`src/rtl/opb_s2p_pkg.sv`:
```
// Shared definitions for the fabric-to-PPC snapshot register: word map,
// control/status bit positions, slave FSM states and bus bit-order helper.
package opb_s2p_pkg;

    localparam logic [1:0] WORD_DATA   = 2'd0;
    localparam logic [1:0] WORD_STATUS = 2'd1;
    localparam logic [1:0] WORD_CTRL   = 2'd2;

    localparam int CTRL_FREEZE  = 0;
    localparam int CTRL_CLR_OVR = 1;
    localparam int CTRL_CLR_CNT = 2;

    localparam int STAT_FRESH   = 0;
    localparam int STAT_OVERRUN = 1;
    localparam int STAT_FREEZE  = 2;

    typedef enum logic [1:0] {
        ST_IDLE = 2'd0,
        ST_ACK  = 2'd1,
        ST_HOLD = 2'd2
    } ack_state_t;

    // OPB numbers bits big-endian: value bit k lives on bus bit 31-k.
    function automatic logic [0:31] to_opb(input logic [31:0] value);
        logic [0:31] bus;
        bus = 32'h0000_0000;
        for (int k = 0; k < 32; k++) begin
            bus[31-k] = value[k];
        end
        return bus;
    endfunction

endpackage

```
`src/rtl/opb_slave_ack_fsm.sv`:
```
// Address decode and one-ack-per-select handshake for the OPB slave.
// ack_req/rd_en/wr_en are single-cycle strobes on the edge that accepts a transfer.
module opb_slave_ack_fsm
    import opb_s2p_pkg::*;
#(
    parameter logic [31:0] C_BASEADDR = 32'h0100_3900,
    parameter logic [31:0] C_HIGHADDR = 32'h0100_39FF
) (
    input  logic        clk,
    input  logic        rst,
    input  logic        select,
    input  logic [0:31] abus,
    input  logic        rnw,
    output logic        ack_req,
    output logic        rd_en,
    output logic        wr_en,
    output logic [1:0]  word
);

    ack_state_t state_r;
    ack_state_t state_next_s;
    logic       hit_s;
    logic       accept_s;

    assign hit_s    = select & (abus >= C_BASEADDR) & (abus <= C_HIGHADDR);
    assign accept_s = (state_r == ST_IDLE) & hit_s;
    assign ack_req  = accept_s;
    assign rd_en    = accept_s & rnw;
    assign wr_en    = accept_s & ~rnw;
    assign word     = abus[28:29];

    // State register; reset returns the slave to idle immediately.
    always_ff @(posedge clk or posedge rst) begin
        if (rst) begin
            state_r <= ST_IDLE;
        end else begin
            state_r <= state_next_s;
        end
    end

    // Next state: ack once, then wait for the master to release select.
    always_comb begin
        state_next_s = state_r;
        case (state_r)
            ST_IDLE: begin
                if (hit_s) state_next_s = ST_ACK;
                else       state_next_s = ST_IDLE;
            end
            ST_ACK: begin
                if (select) state_next_s = ST_HOLD;
                else        state_next_s = ST_IDLE;
            end
            ST_HOLD: begin
                if (select) state_next_s = ST_HOLD;
                else        state_next_s = ST_IDLE;
            end
            default: state_next_s = ST_IDLE;
        endcase
    end

endmodule

```
`src/rtl/opb_register_simulink2ppc_snap.sv`:
```
// Fabric-to-PPC snapshot register. User logic strobes words in; the PPC reads
// the latest word plus a status word (fresh/overrun/freeze/update count).
module opb_register_simulink2ppc_snap
    import opb_s2p_pkg::*;
#(
    parameter logic [31:0] C_BASEADDR   = 32'h0100_3900,
    parameter logic [31:0] C_HIGHADDR   = 32'h0100_39FF,
    parameter int          C_OPB_AWIDTH = 32,
    parameter int          C_OPB_DWIDTH = 32,
    parameter              C_FAMILY     = "virtex5",
    parameter int          CNT_W        = 16
) (
    input  logic        OPB_Clk,
    input  logic        OPB_Rst,
    input  logic [0:31] OPB_ABus,
    input  logic [0:3]  OPB_BE,
    input  logic [0:31] OPB_DBus,
    input  logic        OPB_RNW,
    input  logic        OPB_select,
    input  logic        OPB_seqAddr,
    output logic [0:31] Sl_DBus,
    output logic        Sl_xferAck,
    output logic        Sl_errAck,
    output logic        Sl_retry,
    output logic        Sl_toutSup,
    input  logic [31:0] user_data_in,
    input  logic        user_valid
);

    logic [31:0]      snapshot_r;
    logic             fresh_r, overrun_r, freeze_r;
    logic [CNT_W-1:0] cnt_r;

    logic             ack_req_s, rd_en_s, wr_en_s;
    logic [1:0]       word_s;
    logic             ctrl_wr_s, clr_ovr_s, clr_cnt_s, capture_s, data_rd_s;
    logic             fresh_next_s, overrun_next_s, freeze_next_s;
    logic [CNT_W-1:0] cnt_next_s;
    logic [15:0]      cnt16_s;
    logic [31:0]      rdata_s;
    logic             unused_s;

    assign Sl_errAck  = 1'b0;
    assign Sl_retry   = 1'b0;
    assign Sl_toutSup = 1'b0;

    // Only the LS byte lane carries control bits; bursts are not supported.
    assign unused_s = ^{OPB_seqAddr, OPB_BE[0:2], OPB_DBus[0:28], |C_FAMILY,
                        (C_OPB_AWIDTH == 32'sd32), (C_OPB_DWIDTH == 32'sd32)};

    opb_slave_ack_fsm #(
        .C_BASEADDR (C_BASEADDR),
        .C_HIGHADDR (C_HIGHADDR)
    ) u_fsm (
        .clk     (OPB_Clk),
        .rst     (OPB_Rst),
        .select  (OPB_select),
        .abus    (OPB_ABus),
        .rnw     (OPB_RNW),
        .ack_req (ack_req_s),
        .rd_en   (rd_en_s),
        .wr_en   (wr_en_s),
        .word    (word_s)
    );

    assign ctrl_wr_s = wr_en_s & (word_s == WORD_CTRL) & OPB_BE[3];
    assign clr_ovr_s = ctrl_wr_s & OPB_DBus[31-CTRL_CLR_OVR];
    assign clr_cnt_s = ctrl_wr_s & OPB_DBus[31-CTRL_CLR_CNT];
    assign capture_s = user_valid & ~freeze_r;
    assign data_rd_s = rd_en_s & (word_s == WORD_DATA);
    assign cnt16_s   = 16'(cnt_r);

    // Flag/counter update rules: capture beats a read clear, set beats clear.
    always_comb begin
        fresh_next_s   = fresh_r;
        overrun_next_s = overrun_r;
        freeze_next_s  = freeze_r;
        cnt_next_s     = cnt_r;
        if (capture_s) begin
            fresh_next_s = 1'b1;
        end else if (data_rd_s) begin
            fresh_next_s = 1'b0;
        end else begin
            fresh_next_s = fresh_r;
        end
        overrun_next_s = (capture_s & fresh_r & ~data_rd_s) | (overrun_r & ~clr_ovr_s);
        if (clr_cnt_s) begin
            cnt_next_s = capture_s ? CNT_W'(1) : CNT_W'(0);
        end else if (capture_s) begin
            cnt_next_s = cnt_r + CNT_W'(1);
        end else begin
            cnt_next_s = cnt_r;
        end
        if (ctrl_wr_s) begin
            freeze_next_s = OPB_DBus[31-CTRL_FREEZE];
        end else begin
            freeze_next_s = freeze_r;
        end
    end

    // Read mux over the register contents present at the accepting edge.
    always_comb begin
        rdata_s = 32'h0000_0000;
        case (word_s)
            WORD_DATA:   rdata_s = snapshot_r;
            WORD_STATUS: rdata_s = {cnt16_s, 13'd0, freeze_r, overrun_r, fresh_r};
            WORD_CTRL:   rdata_s = {31'd0, freeze_r};
            default:     rdata_s = 32'h0000_0000;
        endcase
    end

    // Snapshot, flags and counter storage.
    always_ff @(posedge OPB_Clk or posedge OPB_Rst) begin
        if (OPB_Rst) begin
            snapshot_r <= 32'h0000_0000;
            fresh_r    <= 1'b0;
            overrun_r  <= 1'b0;
            freeze_r   <= 1'b0;
            cnt_r      <= CNT_W'(0);
        end else begin
            if (capture_s) begin
                snapshot_r <= user_data_in;
            end else begin
                snapshot_r <= snapshot_r;
            end
            fresh_r   <= fresh_next_s;
            overrun_r <= overrun_next_s;
            freeze_r  <= freeze_next_s;
            cnt_r     <= cnt_next_s;
        end
    end

    // Bus outputs: driven only in our own ack cycle so the wired-OR bus stays clean.
    always_ff @(posedge OPB_Clk or posedge OPB_Rst) begin
        if (OPB_Rst) begin
            Sl_xferAck <= 1'b0;
            Sl_DBus    <= 32'h0000_0000;
        end else begin
            Sl_xferAck <= ack_req_s;
            if (rd_en_s) begin
                Sl_DBus <= to_opb(rdata_s);
            end else begin
                Sl_DBus <= 32'h0000_0000;
            end
        end
    end

endmodule

```
`config.mk`:
```
export PLATFORM = sky130hd
export DESIGN_NAME = opb_register_simulink2ppc_snap
export DESIGN_NICKNAME = d
export VERILOG_FILES = /design/src/rtl/opb_s2p_pkg.sv /design/src/rtl/opb_slave_ack_fsm.sv /design/src/rtl/opb_register_simulink2ppc_snap.sv
export SDC_FILE = /design/constraint.sdc
export NUM_CORES = 1
export LEC_CHECK = 0
export CORE_MARGIN = 1
export CORE_UTILIZATION = 48
export CTS_BUF_LIST = sky130_fd_sc_hd__clkbuf_8
export DETAILED_ROUTE_END_ITERATION = 10
export HOLD_SLACK_MARGIN = 0.05
export PLACE_DENSITY_LB_ADDON = 0.12
export SYNTH_ARGS = -nofsm -noshare
export SYNTH_HDL_FRONTEND = slang
export SYNTH_HIERARCHICAL = 1
export SYNTH_SLANG_ARGS = --single-unit
```
`constraint.sdc`:
```
create_clock -name OPB_Clk -period 8.7 [get_ports OPB_Clk]
set_input_delay 2.61 -clock OPB_Clk [delete_from_list [all_inputs] [get_ports OPB_Clk]]
set_output_delay 2.61 -clock OPB_Clk [all_outputs]
set_load 0.01 [all_outputs]
```
==> metrics.cfg <==
[floorplan]
core_area_um2 = 6940
die_area_um2 = 7700
initial_core_util_pct = 50.8
ios = 142
die_h_um = 87.8
fp.dieW_um = 87.8
rows = 30

[drt]
drt_wl_total_mm = 7.39
dr.pass1.iters = 4
ant_nets = 0
drt_iter0_markers = 92
viasPerCell = 4.92
routedWlPerCell_um = 14.0
drc = 0
num_vias = 2602

[synthesis]
synth_common_cells = 106 x nand2_1, 86 x dfrtp_1, 17 x a22o_1, 16 x and2_1, 12 x nor2_1
yosysTopAreaCell = dfrtp_1
async_reset_ff_share_pct = 100
avgSynthCellArea_um2 = 10.5
synthSimpleGateAreaFrac_pct = 24.4
synth-compound-area-share_pct = 6.13
muxShareOfSynthArea_pct = 0.603
synthDominantCellAreaShare_pct = 61.0
synth.distinct_cells = 43
synthCells = 335
yosys.area_share.adder_pct = 1.06
synth_seq_cells = 86
yosysWarnings = 6
synth.most_common_cell = nand2_1
synth-seq-area-share_pct = 61.0
synth_top_flop_cell = dfrtp_1
ys_top_cells_by_area = dfrtp_1 61%, nand2_1 11%, a22o_1 4.2%, and2_1 2.8%, xor2_1 2.0%
synth_edf_count = 0
synth_area_um2 = 3530
synth_xor_area_share_pct = 2.73
synth_top_family_by_area = simple AND/OR/NAND/NOR gates

[critical_path]
worstSetupStartpointType = input port
cp_cell_sequence = clkdlybuf4s50_1, nor4_2, nand4_1, nor4_1, nor3b_2, buf_4, nand2b_1, o21ai_0
endpoint_kind = register
crit_arrival_ps = 5330
r2r_cells = 9
cp.required_ps = 8910
cpPeakStageDelay_ps = 820
critPathMaxFanout = 19
path_class = in2reg
crit_path_top_delay_cell = nor3b_2

[sta]
setup_viol = 0
worst_slew_pin_slew_ps = 1020
slew_viol_final = 0
setup_tns_ps = 0
fin_crit_sh_pct = 58.9
clock_skew_ps = 11.1
min_period_ps = 5120
grt_setup_unrepaired = false
slew_headroom_pct = 32.0
fmax_mhz = 195
hold_viol = 0
whs_ps = 474

[job]
max-cap-violations = 0

[placed_design]
numPortBuffers = 99
place_congestion = 0.738
dp_hpwl_mm = 4.86
place_area_um2 = 4560

[clock_tree]
cts.clk_slew.worst_paths_ps = 90
post_cts_buffers = 0
cts.sinks = 86
numCtsBuffers = 9
cts-resized-gates = 0
clk_path_buf_depth = 2
hold_buffers = 0
cts_tree = built
clockRootBuffer = clkbuf_8
worst_skew_pair.late_latency_ps = 370
htreeDepth = 3

[hold_path]
hold_path.class = reg2reg
hold_depth = 2

[layout]
drive_above_1_share_pct = 6.93
fin_area_um2 = 4790
fin_nets = 537
antenna_cells = 0
fillers = 529
areaGrowthSynthToFinish_pct = 35.7

[power]
p_leak_nw = 2.25
power.density_nw_per_um2 = 182
peakVddDrop_uv = 119

[grt]
grt_pass1_wl_mm = 11.7
grt_overflow_total = 0
antenna_found_initial = 0
grt_max_degree = 85
track_usage_pct = 20.3
grt_pass1_vias = 2471

[outcome]
status = completed

[final timing paths]
| kind | to | slack, ps | from |
|---|---|---|---|
| worst min-delay path | snapshot_r[8] | 470 | snapshot_r[8] |
| max in group asynchronous | snapshot_r[22] | 5140 | OPB_Rst |
| min in group asynchronous | u_fsm/state_r[0] | 2450 | OPB_Rst |
| worst min register to register | snapshot_r[8] | 470 | snapshot_r[8] |
| worst max-delay path | overrun_r | 3580 | OPB_ABus[8] |
| worst max register to register | overrun_r | 5770 | u_fsm/state_r[1] |
[registers in the layout (all words and copies together), names as in the netlist]
| signal | count |
|---|---|
| Sl_DBus | 32 |
| Sl_xferAck | 1 |
| cnt16_s | 16 |
| freeze_r | 1 |
| fresh_r | 1 |
| overrun_r | 1 |
| snapshot_r | 32 |
| u_fsm/state_r | 2 |
[kinds of logic after synthesis]
group / after synthesis
simple gates: 175
fa+ha+maj: 3
flops: 86
compound gates: 29
mux: 2
other cells: 1
buf+inv: 28
xor+xnor: 11
[stage by stage]
stage	cells	utilization [%]	setup WS, ps	total power, mW
after global routing	529	69.0	3330	0.908
after detailed placement	513	65.7	3190	0.560
final	529	69.0	3580	0.870
after CTS	529	69.0	3590	0.878
after global placement	513	65.7	3200	0.555
after floorplan	337	-	3920	0.512
[cell type report]
type,count,area [um2],share of cell area (%)
clock inverter,7,106,2.22
timing repair buffer,102,1010,21.2
tap,96,120,2.51
sequential,86,2150,44.9
multi-input combinational,223,1250,26.1
inverter,6,23.8,0.496
clock buffer,9,124,2.59
[worst max-delay path, delay by kind of cell]
family / cells / cell delay [ps]
AO/OA/AOI/OAI: 1 / 70
buffers and inverters: 2 / 790
AND/OR/NAND/NOR: 5 / 1850
[power breakdown]
part / internal [mW] / total, mW / switching, mW
Clock: 0.166 / 0.319 / 0.153
Sequential: 0.428 / 0.457 / 0.0290
Combinational: 0.0499 / 0.0947 / 0.0447
[layer usage]
layer | global-route usage [%] | up-vias | part of all wire [%]
li1 | - | 1282 | -
met1 | 25.5 | 1224 | 45
met2 | 33.1 | 87 | 46
met3 | 6.13 | 9 | 7.9
met4 | 8.05 | 0 | 1.5
met5 | 0 | - | 0
[cell usage in the layout, fill, tap and decap left out, types with 2 or more instances in the layout]
| cell type | synthesis | final |
|---|---|---|
| a21oi_1 | 5 | 5 |
| a22o_1 | 17 | 17 |
| and2_1 | 16 | 16 |
| and3_1 | 2 | 2 |
| and4_1 | 2 | 2 |
| and4b_1 | 2 | 2 |
| buf_4 | 5 | 3 |
| bufinv_16 | 0 | 2 |
| clkbuf_8 | 0 | 9 |
| clkdlybuf4s50_1 | 0 | 99 |
| clkinv_4 | 0 | 3 |
| conb_1 | 1 | 3 |
| dfrtp_1 | 86 | 86 |
| ha_1 | 3 | 3 |
| inv_1 | 6 | 5 |
| nand2_1 | 106 | 106 |
| nand2b_1 | 2 | 2 |
| nand3_1 | 5 | 5 |
| nand4_1 | 6 | 6 |
| nor2_1 | 12 | 12 |
| nor3_1 | 2 | 2 |
| nor4_1 | 4 | 4 |
| nor4b_2 | 2 | 2 |
| o21ai_0 | 5 | 5 |
| or3_1 | 2 | 2 |
| xnor2_1 | 3 | 3 |
| xor2_1 | 8 | 8 |
(Power assumes the default switching activity.)
